### src/rtl/time_of_day_counter.sv
// 24-hour hh:mm:ss BCD time-of-day counter driven by a synchronous tick input,
// with a RUN / SET_HR / SET_MIN push-button adjust mode.
module time_of_day_counter #(
  parameter int unsigned TICKS_PER_SEC = 1
) (
  input  logic       clk,
  input  logic       reset,
  input  logic       tick_in,
  input  logic       mode_btn,
  input  logic       inc_btn,
  output logic [3:0] sec_ones,
  output logic [2:0] sec_tens,
  output logic [3:0] min_ones,
  output logic [2:0] min_tens,
  output logic [3:0] hr_ones,
  output logic [1:0] hr_tens,
  output logic [1:0] mode,
  output logic       sec_pulse
);

  localparam int unsigned PresW = (TICKS_PER_SEC > 1) ? $clog2(TICKS_PER_SEC) : 1;
  localparam logic [PresW-1:0] PresMax = PresW'(TICKS_PER_SEC - 1);

  typedef enum logic [1:0] {
    StRun    = 2'd0,
    StSetHr  = 2'd1,
    StSetMin = 2'd2
  } mode_e;

  mode_e            mode_q, mode_d;
  logic [PresW-1:0] pres_q, pres_d;
  logic             tick_q, mode_btn_q, inc_btn_q;
  logic             sec_pulse_q, sec_pulse_d;
  logic [3:0]       sec_ones_q, sec_ones_d, min_ones_q, min_ones_d, hr_ones_q, hr_ones_d;
  logic [2:0]       sec_tens_q, sec_tens_d, min_tens_q, min_tens_d;
  logic [1:0]       hr_tens_q, hr_tens_d;

  logic tick_rise, mode_rise, inc_rise, sec_event;
  logic advance, hr_inc, min_inc, clear_sec;
  logic sec_wrap, min_wrap, step_min, step_hr;

  assign tick_rise = tick_in & ~tick_q;
  assign mode_rise = mode_btn & ~mode_btn_q;
  assign inc_rise  = inc_btn & ~inc_btn_q;
  assign sec_event = tick_rise && (pres_q == PresMax);

  assign sec_wrap = (sec_ones_q == 4'd9) && (sec_tens_q == 3'd5);
  assign min_wrap = (min_ones_q == 4'd9) && (min_tens_q == 3'd5);

  always_comb begin
    mode_d    = mode_q;
    advance   = 1'b0;
    hr_inc    = 1'b0;
    min_inc   = 1'b0;
    clear_sec = 1'b0;
    // A mode rise always takes priority over a simultaneous inc rise.
    unique case (mode_q)
      StRun: begin
        advance = sec_event;
        if (mode_rise) mode_d = StSetHr;
      end
      StSetHr: begin
        if (mode_rise) mode_d = StSetMin;
        else if (inc_rise) hr_inc = 1'b1;
      end
      StSetMin: begin
        if (mode_rise) begin
          mode_d    = StRun;
          clear_sec = 1'b1;
        end else if (inc_rise) begin
          min_inc = 1'b1;
        end
      end
      default: mode_d = StRun;
    endcase
  end

  assign step_min = min_inc | (advance & sec_wrap);
  assign step_hr  = hr_inc | (advance & sec_wrap & min_wrap);

  always_comb begin
    sec_pulse_d = sec_event;
    pres_d      = pres_q;
    sec_ones_d  = sec_ones_q;
    sec_tens_d  = sec_tens_q;
    min_ones_d  = min_ones_q;
    min_tens_d  = min_tens_q;
    hr_ones_d   = hr_ones_q;
    hr_tens_d   = hr_tens_q;

    if (tick_rise) pres_d = sec_event ? '0 : pres_q + 1'b1;

    if (advance) begin
      if (sec_ones_q == 4'd9) begin
        sec_ones_d = 4'd0;
        sec_tens_d = (sec_tens_q == 3'd5) ? 3'd0 : sec_tens_q + 3'd1;
      end else begin
        sec_ones_d = sec_ones_q + 4'd1;
      end
    end

    if (step_min) begin
      if (min_ones_q == 4'd9) begin
        min_ones_d = 4'd0;
        min_tens_d = (min_tens_q == 3'd5) ? 3'd0 : min_tens_q + 3'd1;
      end else begin
        min_ones_d = min_ones_q + 4'd1;
      end
    end

    if (step_hr) begin
      if (hr_tens_q == 2'd2 && hr_ones_q == 4'd3) begin
        hr_ones_d = 4'd0;
        hr_tens_d = 2'd0;
      end else if (hr_ones_q == 4'd9) begin
        hr_ones_d = 4'd0;
        hr_tens_d = hr_tens_q + 2'd1;
      end else begin
        hr_ones_d = hr_ones_q + 4'd1;
      end
    end

    // Leaving SET_MIN restarts the minute cleanly; any coincident second is dropped.
    if (clear_sec) begin
      sec_ones_d = 4'd0;
      sec_tens_d = 3'd0;
      pres_d     = '0;
    end
  end

  always_ff @(posedge clk or posedge reset) begin
    if (reset) begin
      mode_q      <= StRun;
      pres_q      <= '0;
      tick_q      <= 1'b0;
      mode_btn_q  <= 1'b0;
      inc_btn_q   <= 1'b0;
      sec_pulse_q <= 1'b0;
      sec_ones_q  <= 4'd0;
      sec_tens_q  <= 3'd0;
      min_ones_q  <= 4'd0;
      min_tens_q  <= 3'd0;
      hr_ones_q   <= 4'd0;
      hr_tens_q   <= 2'd0;
    end else begin
      mode_q      <= mode_d;
      pres_q      <= pres_d;
      tick_q      <= tick_in;
      mode_btn_q  <= mode_btn;
      inc_btn_q   <= inc_btn;
      sec_pulse_q <= sec_pulse_d;
      sec_ones_q  <= sec_ones_d;
      sec_tens_q  <= sec_tens_d;
      min_ones_q  <= min_ones_d;
      min_tens_q  <= min_tens_d;
      hr_ones_q   <= hr_ones_d;
      hr_tens_q   <= hr_tens_d;
    end
  end

  assign sec_ones  = sec_ones_q;
  assign sec_tens  = sec_tens_q;
  assign min_ones  = min_ones_q;
  assign min_tens  = min_tens_q;
  assign hr_ones   = hr_ones_q;
  assign hr_tens   = hr_tens_q;
  assign mode      = mode_q;
  assign sec_pulse = sec_pulse_q;

endmodule
### config.mk
export PLATFORM = sky130hd
export DESIGN_NAME = time_of_day_counter
export DESIGN_NICKNAME = d
export VERILOG_FILES = /design/src/rtl/time_of_day_counter.sv
export SDC_FILE = /design/constraint.sdc
export NUM_CORES = 1
export LEC_CHECK = 0
export ABC_CLOCK_PERIOD_IN_PS = 1800
export CAP_MARGIN = 15
export CORE_MARGIN = 5
export CORE_UTILIZATION = 47
export CTS_BUF_LIST = sky130_fd_sc_hd__clkbuf_4
export CTS_CLUSTER_SIZE = 20
export DETAILED_ROUTE_END_ITERATION = 8
export GPL_TIMING_DRIVEN = 0
export PLACE_DENSITY_LB_ADDON = 0.15
export SETUP_SLACK_MARGIN = 0.2
export SLEW_MARGIN = 5
export SYNTH_ARGS = -nofsm -noshare
export SYNTH_HDL_FRONTEND = slang
export SYNTH_SLANG_ARGS = --single-unit
### constraint.sdc
create_clock -name clk -period 1.8 [get_ports clk]
set_input_delay 0.54 -clock clk [delete_from_list [all_inputs] [get_ports clk]]
set_output_delay 0.54 -clock clk [all_outputs]
set_load 0.01 [all_outputs]
# ---- Yosys cells after proc, flatten, opt, wreduce, memory -nomap -nowiden
# Cells that the tools add are included.
dict set report totals {
  regBits 27
  inputBits 5
  out_inout_bits 23
}
dict set report classes {
  addsub 7
  eq_ne 12
  mux 27
  bitwise_logic 11
  reduce_logical 13
}
# cell n
set op_table {}
lappend op_table {{2-to-1 mux 4 bit} 6}
lappend op_table {{2-to-1 mux 3 bit} 5}
lappend op_table {{adder 4 x 1 -> 4 bit (second input constant)} 3}
lappend op_table {{equality test 4 bit (second input constant)} 3}
lappend op_table {{2-to-1 mux 1 bit} 10}
lappend op_table {{2-to-1 mux 2 bit} 5}
lappend op_table {{nonzero test 2 bit} 4}
lappend op_table {{adder 3 x 1 -> 3 bit (second input constant)} 2}
lappend op_table {{equality test 3 bit (second input constant)} 2}
lappend op_table {{inequality test 2 bit (second input constant)} 3}
lappend op_table {{one-hot mux 2 bit (3 select lines)} 1}
lappend op_table {{AND reduction 2 bit} 3}
lappend op_table {{bitwise AND 1 bit} 5}
lappend op_table {{equality test 2 bit (second input constant)} 2}
lappend op_table {{equality test 4 x 2 -> 1 bit (second input constant)} 1}
lappend op_table {{logical AND 1 bit} 4}
lappend op_table {{inverter 1 bit} 4}
lappend op_table {{AND reduction 3 bit} 1}
lappend op_table {{adder 2 x 1 -> 2 bit (second input constant)} 1}
lappend op_table {{equality test 2 x 1 -> 1 bit (second input constant)} 1}
lappend op_table {{logical NOT 2 bit} 1}
lappend op_table {{bitwise OR 1 bit} 2}
lappend op_table {{adder 1 bit (second input constant)} 1}

# ---- Logic depth before layout (Yosys ltp)
dict set report logic_depth {
  depth_word 8
  mapped_depth 7
  mapped_depth_nobuf 7
}

# ---- Worst setup path after synthesis
# Ideal clock, no wire load.
dict set report synth_timing {
  path_kind {register -> register}
  startpoint {reg mode_q[1] (netlist: mode[1])}
  endpoint {reg hr_tens_q[0] (netlist: hr_tens[0])}
  setup_time_ps 125
  arrival_ps 1870
  setup_slack_ps -195
  path_stages_with_launch 6
  synth_period_minus_slack_ps 1995
  path_cell_list {dfrtp_1 or4b_4 nor4_4 a21o_1 nand2_1 mux2_4}
}
dict set report synth_via {
  elab_chain_len 6
}
# element line_no
set synth_lines {}
lappend synth_lines {{start: declaration} 30} ;# mode_e mode_q, mode_d;
lappend synth_lines {{start signal: assignment} 133} ;# mode_q <= StRun;
lappend synth_lines {{start signal: assignment} 146} ;# mode_q <= mode_d;
lappend synth_lines {{logical NOT 2 bit} 57} ;# unique case (mode_q)
lappend synth_lines {{2-to-1 mux 1 bit} 57}
lappend synth_lines {{bitwise AND 1 bit (2 in a row)} 79} ;# assign step_hr = hr_inc | (advance & sec_wrap & min_wrap);
lappend synth_lines {{bitwise OR 1 bit (*)} 79}
lappend synth_lines {{AND reduction 2 bit (no line) (*)} -}
lappend synth_lines {{end signal: assignment} 157} ;# hr_tens_q <= hr_tens_d;
lappend synth_lines {{end: declaration} 36} ;# logic [1:0] hr_tens_q, hr_tens_d;
# Mark *: on every way between the ends. The rest lies on a longest branch, timed or not.
# A chain may end at the register's enable or synchronous reset.

# ---- Final worst setup path
# Ends and elaborated chain as after synthesis.

==> metrics.md <==
| Metric | Value |
|---|---|
| Top Usage Layer GRT | `met2` |
| Worst path max stage delay | `around 530 ps` |
| CP max FO | `4` |
| CP Launch Point | `mode[1]` |
| Synthesis Warnings | `0` |
| RePlAce Congestion | `about 0.79` |
| Final Core Density | `0.807` |
| Die area | `approximately 4000 sq um` |
| Fraction of registers with async set/reset | `1.00` |
| Root buffer cell | `clkbuf_4` |
| Worst rel slew slack | `0.633` |
| Vias/cell | `5.49` |
| Detailed Route Iter0 Violations | `50` |
| Critical Path RT | `2040 ps` |
| Global-route wire length before repair | `5.89 mm` |
| Hold buffer count at cts | `0` |
| Met2 Use GR | `0.324` |
| Hold Slack | `about 440 ps` |
| Reg-to-reg setup timing slack | `-240 ps` |
| Most frequent cells in the layout | `buf_4, dfrtp_1, buf_6, nor2_1, nand2_1` |
| Synth Area in Adders | `0.0370` |
| Worst VDD drop | `1090 uV` |
| Clock latency at the later pin of the worst-skew pair | `around 340 ps` |
| Cell Area, Synth | `between 1000 and 1500 sq um` |
| Initial core utilization | `0.490` |
| Post-Place Setup Slack | `-756 ps` |
| Diodes inserted | `0` |
| Initial antenna violation count | `0` |
| Sequential area share after synthesis | `0.500` |
| CP endpoint | `hr_tens[0]` |
| Synth Area in Compound Gates | `0.0999` |
| Slack of the critical path | `-239 ps` |
| Status | `finished, violations left` |
| Worst reg-to-reg path cell count | `5` |
| Most common cell after layout, fill and taps aside | `buf_4` |
| Yosys reg bits | `27` |
| Dpl hpwl | `about 1.9 mm` |
| Post-synthesis simple-gate area fraction | `0.264` |
| Final Instance Area | `roughly 2200 sq um` |
| RSZ-0062 raised after global routing | `yes` |
| Routing usage on met1 | `0.213` |
| Final #Nets | `211` |
| First-pass iteration count of the detailed router | `5` |
| Post-synthesis mux area share | `0.0574` |
| Total GRT Usage | `0.180` |
| Layout cell share with drive strength beyond 1 | `0.473` |
| Levels on crit path | `5` |
| R2r endpoint | `hr_tens[0]` |
| TritonCTS Buffers | `3` |
| Crit path launch type | `register` |
| Largest net degree at the start of global routing | `28` |
| Cell Pwr Density | `1200 nW/um^2` |
| Reg2reg start | `mode[1]` |
| Residual DRC | `0` |
| Top-level I/O count | `28` |
| Ys flop type | `dfrtp_1` |
| WL final | `around 3.9 mm` |
| Avg WL per Cell | `about 17 um` |
| Port bufs | `27` |
| Clock tree buffer depth | `2` |
| Area after DPL | `about 1700 sq um` |
| DR vias | `~1300` |
| Layout area overhead | `64.6%` |
| Total grt overflow | `0` |
| Number of synthesized flops with an enable pin | `0` |
| Final period util | `1.13` |
| Core Area | `roughly 2800 sq um` |
| Worst setup EP type | `register` |
| Final Hold Fails | `0` |
| Worst-Margin Slew | `550 ps` |
| Worst path cell trace | `or4b_4 -> nor4_4 -> a21o_1 -> nand2_2 -> mux2_4` |
| TritonCTS clock tree | `done` |
| Synth unique cells | `between 40 and 50` |
| Failing checks | `negative setup slack` |
| Final setup vio count | `14` |
| Worst hold path type | `input port to asynchronous set/reset pin` |
| CTS Sinks | `27` |
| Syn Area/Cell | `around 11 sq um` |
| M3 GR Usage | `0.0320` |
| Leakage | `about 1.1 nW` |
| Largest family of logic cells by synthesized area | `simple AND/OR/NAND/NOR gates` |
| Maxcap violations | `0` |
| Syn nets | `~140` |
| Final min period | `about 2000 ps` |
| Vias in the first global route | `1290` |
| Crit Path Category | `register to register` |
| Slowest stage cell, crit path | `or4b_4` |
| Max Slew Vio Count | `0` |
| CP Data Arrival Time | `2280 ps` |
| Rows | `19` |
| Chip height | `63.6 um` |
| CTS clock-pin slew for the worst setup and hold paths | `roughly 150 ps` |
| Fmax | `about 500 MHz` |
| Die X | `between 60 and 70 um` |
| H-tree levels | `1` |
| Largest delay share family, worst path | `simple AND/OR/NAND/NOR gates` |
| Total power | `about 0.0027 W` |
| Final Skew | `around 1.5 ps` |
| Worst Path Buf+Inv | `0` |
| Post-Syn Instances | `about 130` |
| Final ANT Viol Nets | `0` |
| XOR/XNOR Fraction of Synth Area | `0.0259` |
-- worst register-to-register path: stages (launching register included) --
cell and delay (ps):
dfrtp_2 440, or4b_4 530, nor4_4 270, a21o_1 290, nand2_2 100, mux2_4 320
-- metrics by stage --
step	std cells	setup TNS, ps
floorplan	127	-408
CTS	222	-2310
global route	232	-2790
finish	232	-1910
detailed placement	185	-10500
global placement	185	-9150
-- power by group --
group          internal [W]  switching [W]  leakage (nW)  total [W]
Clock              0.000102       0.000191        0.0184   0.000293
Sequential         0.000765       0.000133         0.350   0.000898
Combinational      0.000819       0.000662         0.712    0.00148
Total               0.00169       0.000986          1.08    0.00267
-- cell usage after synthesis (2+ instances only) --
cell type	instances	area share
mux2_4	3	0.033
nor3b_1	2	0.011
nor3_1	4	0.015
mux2_1	2	0.017
dfrtp_1	27	0.50
nor2_1	14	0.039
nand2b_1	5	0.023
inv_1	5	0.014
and4b_1	2	0.015
nor2b_1	3	0.014
a21oi_1	7	0.026
o21ai_1	3	0.011
nand2_1	14	0.039
and3b_1	2	0.013
ha_1	4	0.037
nand4bb_1	2	0.017
or3_1	2	0.0092
xnor2_1	3	0.019
-- layout make-up --
class                      instances  area [sq um]
buffer                             1          7.51
clock buffer                       4          30.0
fill                             175           532
inverter                           5          18.8
multi-input combinational         94           821
sequential                        27           681
tap                               31          38.8
timing repair buffer              70           629
-- how the worst min path moves through the flow --
stage | endpoint | slack, ps
after global routing | hr_tens[0] | 480
after floorplan | sec_pulse | 460
after global placement | min_tens[0] | 480
after CTS | tick_q | 470
after detailed placement | min_tens[0] | 490
final | hr_tens[0] | 440
-- state kept, by name, summed over array words and instances (netlist names) --
| name | flops |
|---|---|
| sec_ones | 4 |
| hr_tens | 2 |
| tick_q | 1 |
| min_ones | 4 |
| sec_pulse | 1 |
| mode | 2 |
| sec_tens | 3 |
| mode_btn_q | 1 |
| hr_ones | 4 |
| inc_btn_q | 1 |
| min_tens | 3 |
| pres_q | 1 |
-- cell families (layout without fill, tap and decap cells) --
| group | Yosys count | in the layout |
|---|---|---|
| adders and majority gates | 4 | 4 |
| AOI/OAI and AO/OA | 20 | 20 |
| muxes | 6 | 6 |
| and+or+nand+nor | 60 | 60 |
| DFF | 27 | 27 |
| buffers and inverters | 6 | 80 |
| xor gates and xnor gates | 4 | 4 |
-- layer usage --
metal | up-vias | wire length (um)
met5 | - | 0
met4 | 0 | 44
met1 | 638 | 1550
li1 | 599 | -
met2 | 32 | 2120
met3 | 5 | 138
-- timing repair --
item                       4_1_cts  5_1_grt
buffers inserted                33        9
resized for setup               71       40
pin swaps                       12       13
setup endpoints to repair       44       37
No activity file was read; power rests on OpenSTA's default activity.
